$ cat src/rtl/fetch_pkg.sv
// Shared types and constants for the instruction fetch unit: FSM states,
// default widths and the opcode fields that identify a halt instruction.
package fetch_pkg;

  localparam int PC_W_DEF    = 8;
  localparam int INSTR_W_DEF = 9;

  localparam logic [3:0] SPEC_OP  = 4'b0111;
  localparam logic [2:0] HLT_FUNC = 3'b010;

  typedef enum logic [1:0] {
    IDLE = 2'd0,
    WAIT = 2'd1,
    HOLD = 2'd2,
    HALT = 2'd3
  } state_t;

  function automatic logic is_halt(input logic [3:0] op, input logic [2:0] func);
    return (op == SPEC_OP) && (func == HLT_FUNC);
  endfunction

endpackage

$ cat src/rtl/fetch_unit.sv
// Single-outstanding instruction fetch: requests imem at pc, holds the word for
// decode, then advances or redirects pc. FETCH_INSTR_COUNT_EN adds an issue counter.
//
// Handshakes: imem side completes in the cycle imem_req && imem_ack are both high;
// decode side completes in the cycle instr_valid && instr_ready are both high.
// Neither valid output depends combinationally on the matching ready/ack input.
module fetch_unit
  import fetch_pkg::*;
#(
  parameter int PC_W    = PC_W_DEF,
  parameter int INSTR_W = INSTR_W_DEF
) (
  input  logic               clock,
  input  logic               reset,
  input  logic               start,
  output logic               imem_req,
  output logic [PC_W-1:0]    imem_addr,
  input  logic               imem_ack,
  input  logic [INSTR_W-1:0] imem_rdata,
  output logic [INSTR_W-1:0] instruction,
  output logic               instr_valid,
  input  logic               instr_ready,
  input  logic               redirect_valid,
  input  logic [PC_W-1:0]    redirect_pc,
  output logic [PC_W-1:0]    pc,
  output logic               halted,
  output logic [15:0]        instr_count,
  output logic [1:0]         fsm_state
);

  state_t             state_q, state_d;
  logic [PC_W-1:0]    pc_q;
  logic [INSTR_W-1:0] instr_q;
  logic               handshake;
  logic               halt_instr;

  assign handshake  = (state_q == HOLD) && instr_ready;
  assign halt_instr = is_halt(instr_q[8:5], instr_q[2:0]);

  always_comb begin
    state_d = state_q;
    case (state_q)
      IDLE:    if (start) state_d = WAIT;
      WAIT:    if (imem_ack) state_d = HOLD;
      HOLD:    if (instr_ready) state_d = halt_instr ? HALT : WAIT;
      HALT:    state_d = HALT;
      default: state_d = IDLE;
    endcase
  end

  always_ff @(posedge clock or posedge reset) begin
    if (reset) begin
      state_q <= IDLE;
      pc_q    <= '0;
      instr_q <= '0;
    end else begin
      state_q <= state_d;
      if ((state_q == WAIT) && imem_ack)
        instr_q <= imem_rdata;
      // A halt leaves pc pointing at itself so the stop address is visible.
      if (handshake && !halt_instr)
        pc_q <= redirect_valid ? redirect_pc : pc_q + PC_W'(1);
    end
  end

`ifdef FETCH_INSTR_COUNT_EN
  logic [15:0] count_q;

  always_ff @(posedge clock or posedge reset) begin
    if (reset)
      count_q <= '0;
    else if (handshake && (count_q != 16'hFFFF))
      count_q <= count_q + 16'd1;
  end

  assign instr_count = count_q;
`else
  assign instr_count = 16'd0;
`endif

  assign imem_req    = (state_q == WAIT);
  assign imem_addr   = pc_q;
  assign pc          = pc_q;
  assign instruction = instr_q;
  assign instr_valid = (state_q == HOLD);
  assign halted      = (state_q == HALT);
  assign fsm_state   = state_q;

endmodule

$ cat config.mk
export PLATFORM = sky130hd
export DESIGN_NAME = fetch_unit
export DESIGN_NICKNAME = d
export VERILOG_FILES = /design/src/rtl/fetch_pkg.sv /design/src/rtl/fetch_unit.sv
export SDC_FILE = /design/constraint.sdc
export NUM_CORES = 1
export LEC_CHECK = 0
export ABC_AREA = 0
export BUFFER_PORTS_ARGS = -buffer_cell sky130_fd_sc_hd__clkbuf_2
export CAP_MARGIN = 15
export CORE_MARGIN = 2
export CORE_UTILIZATION = 39
export CTS_BUF_LIST = sky130_fd_sc_hd__clkbuf_4 sky130_fd_sc_hd__clkbuf_8 sky130_fd_sc_hd__clkbuf_16
export CTS_CLUSTER_DIAMETER = 50
export DETAILED_ROUTE_END_ITERATION = 12
export GPL_TIMING_DRIVEN = 1
export PLACE_DENSITY = 0.81
export REMOVE_ABC_BUFFERS = 1
export SLEW_MARGIN = 20
export SYNTH_ARGS = -nofsm -noshare
export SYNTH_HDL_FRONTEND = slang
export SYNTH_SLANG_ARGS = --single-unit
$ cat constraint.sdc
create_clock -name clock -period 1.3 [get_ports clock]
set_input_delay 0.26 -clock clock [delete_from_list [all_inputs] [get_ports clock]]
set_output_delay 0.26 -clock clock [all_outputs]
set_load 0.02 [all_outputs]
==> flow_metrics.env <==
export IMPL_initial_core_util=0.415
export IMPL_cp_data_required_time_ps=1040
export IMPL_dieHeight_um=58.4
export IMPL_path_clk_slew_ps=120
export IMPL_synthDistinctLibCells=34
export IMPL_dp_cells=200
export IMPL_grt_pass1_wl_um=3900
export IMPL_rows=19
export IMPL_synth_edff_count=0
export IMPL_diodes=0
export IMPL_worstPathArrival_ps=1110
export IMPL_critPathLaunchType="register"
export IMPL_synth_ff_type="dfrtp_1"
export IMPL_final_area_um2=1680
export IMPL_dr_pass1_iters=4
export IMPL_groute_usage_overall=0.150
export IMPL_crit_type="reg2out"
export IMPL_io_pins=69
export IMPL_leakagePower_nw=0.855
export IMPL_pre_cts_slack_ps=-88.9
export IMPL_nets=204
export IMPL_ys_seq_area_frac=0.412
export IMPL_hold_path_class="in2reg"
export IMPL_place_area_um2=1430
export IMPL_setup_slack_ps=-71.1
export IMPL_fin_setup_tns_ps=-481
export IMPL_drv_slew=0
export IMPL_drt_total_wl_um=2700
export IMPL_grt_overflow_total=0
export IMPL_htree_levels=1
export IMPL_final_util=0.603
export IMPL_synth_seq_cells=19
export IMPL_dieArea_um2=3410
export IMPL_area_delta_synth_final_pct=45.4
export IMPL_cap_violations=0
export IMPL_cts_buffers=3
export IMPL_synthTopCellsByArea="dfrtp_1, buf_4, mux2_2"
export IMPL_rsz0062_at_grt="yes"
export IMPL_place_congestion=0.809
export IMPL_port_buffers=52
export IMPL_route_detailed_drc=0
export IMPL_yosysTopAreaCell="dfrtp_1"
export IMPL_hold_viol_final=0
export IMPL_grt_max_degree=20
export IMPL_setup_viol=10
export IMPL_synth_async_reset_ratio=1.00
export IMPL_post_route_period_util=1.05
export IMPL_peakVddDrop_mv=1.74
export IMPL_insertion_delay_ps=300
export IMPL_coreArea_um2=2780
export IMPL_antenna_found_initial=0
export IMPL_root_buffer="clkbuf_4"
export IMPL_fin_crit_ps=1370
export IMPL_vias=1044
export IMPL_synth_cell_area_um2=1150
export IMPL_cts_tree="yes"
export IMPL_via_per_inst=4.97
export IMPL_wl_per_cell_um=12.9
export IMPL_clockBufferDepth=2
export IMPL_clkSinkCount=19
export IMPL_die_x_um=58.4
export IMPL_max_clock_freq_mhz=729
export IMPL_synth_top_cell_area_share=0.412
export IMPL_finClkSkew_ps=11.1
export IMPL_ys_warn_count=0
export IMPL_drive_gt1_frac=0.603
export IMPL_end_kind="output pin"
export IMPL_num_fill_cells=248
export IMPL_status="finished, violations left"
export IMPL_failed_checks="setup timing"
export IMPL_syn_avg_cell_area_um2=10.2
export IMPL_syn_instance_count=113
export IMPL_cellPowerDensity_nw_per_um2=2550
export IMPL_drtIter0Drc=8
export IMPL_critPathMaxFanout=4
export IMPL_stdcell_count=210
export IMPL_first_global_vias=874
export IMPL_postRouteAntennaNets=0
export IMPL_dpl_hpwl_um=1910
export IMPL_r2r_setup_slack_ps=-60
[cell families (layout without fill, tap and decap cells)]
| family | after synthesis | in the layout | synth area share |
|---|---|---|---|
| buffers and inverters | 31 | 82 | 0.187 |
| AOI/OAI and AO/OA | 27 | 27 | 0.172 |
| adders and majority gates | 1 | 1 | 0.0108 |
| DFF | 19 | 19 | 0.412 |
| and+or+nand+nor | 24 | 24 | 0.118 |
| muxes | 10 | 10 | 0.0965 |
| other | 1 | 16 | 0.00325 |
[critical path, stage by stage, from the launching register on]
cell and delay [ps]:
dfrtp_1 420, buf_6 130, and2_4 150, buf_8 120
[what timing repair did]
| item | in CTS | in global routing |
|---|---|---|
| pin swaps | 4 | 5 |
| resized for setup | 15 | 43 |
| hold buffers | 1 | 0 |
| endpoints found under the hold margin | 19 | 0 |
| setup endpoints to repair | 12 | 23 |
| buffers inserted | 3 | 2 |
[sequential cells by signal, indices dropped and copies added (netlist names)]
| name | flops |
|---|---|
| fsm_state | 2 |
| instruction | 9 |
| imem_addr | 8 |
[path summary, 6_finish.rpt]
check	cells after the start	to	startpoint
max	3	halted	fsm_state[0]
min	2	instruction[0]	imem_rdata[0]
max reg2reg	5	imem_addr[5]	fsm_state[0]
min reg2reg	1	instruction[3]	instruction[3]
max in group asynchronous	4	imem_addr[5]	reset
min in group asynchronous	4	instruction[5]	reset
[where the power goes]
part           total [W]  leakage, nW  switching [W]  internal, W
clock           0.000325       0.0184       0.000184     0.000140
sequential       0.00119        0.220       0.000300     0.000886
combinational    0.00277        0.616        0.00137      0.00140
total            0.00428        0.855        0.00186      0.00243
[synthesized netlist by cell type (2+ instances only)]
master     instances
buf_4             24
and3_1             3
a21oi_1            6
o21ai_2            3
a22oi_1            2
inv_1              4
nor2_1             8
o21ai_0            5
dfrtp_1           19
o2bb2ai_1          3
mux2_2             9
nand2_1            5
[layer usage]
layer / vias to the layer above / routed length, µm / global-route usage
li1: 498 / - / -
met1: 489 / 1140 / 0.194
met2: 53 / 1330 / 0.252
met3: 4 / 219 / 0.0308
met4: 0 / 17 / 0.0498
met5: - / 0 / 0
[layout make-up]
class	instances	area, µm²	area share
Multi-Input combinational cell	78	577	0.344
Timing Repair Buffer	74	539	0.321
Sequential cell	19	478	0.285
Tap cell	31	38.8	0.0231
Clock buffer	4	30.0	0.0179
Inverter	4	15.0	0.00895
[stage by stage]
step / hold slack (ps) / power [W]
final: 186 / 0.00428
after detailed placement: 277 / 0.00336
after floorplan: 211 / 0.00240
after global routing: 175 / 0.00455
after CTS: 177 / 0.00393
after global placement: 274 / 0.00330
[cell usage in the layout (no fill, tap or decap), types with 2 or more instances in the layout]
master and n:
and3_1 2, o2bb2ai_1 2, o21ai_0 4, buf_8 2, mux2_2 9, a21oi_1 4
clkbuf_4 4, buf_4 14, dfrtp_1 17, a21oi_2 2, conb_1 16, buf_6 16
clkbuf_2 40, o21ai_2 4, nor2_2 3, dfrtp_2 2, nor2_1 5, inv_1 4
nand2_1 5
Power figures use the tool's default switching activity.
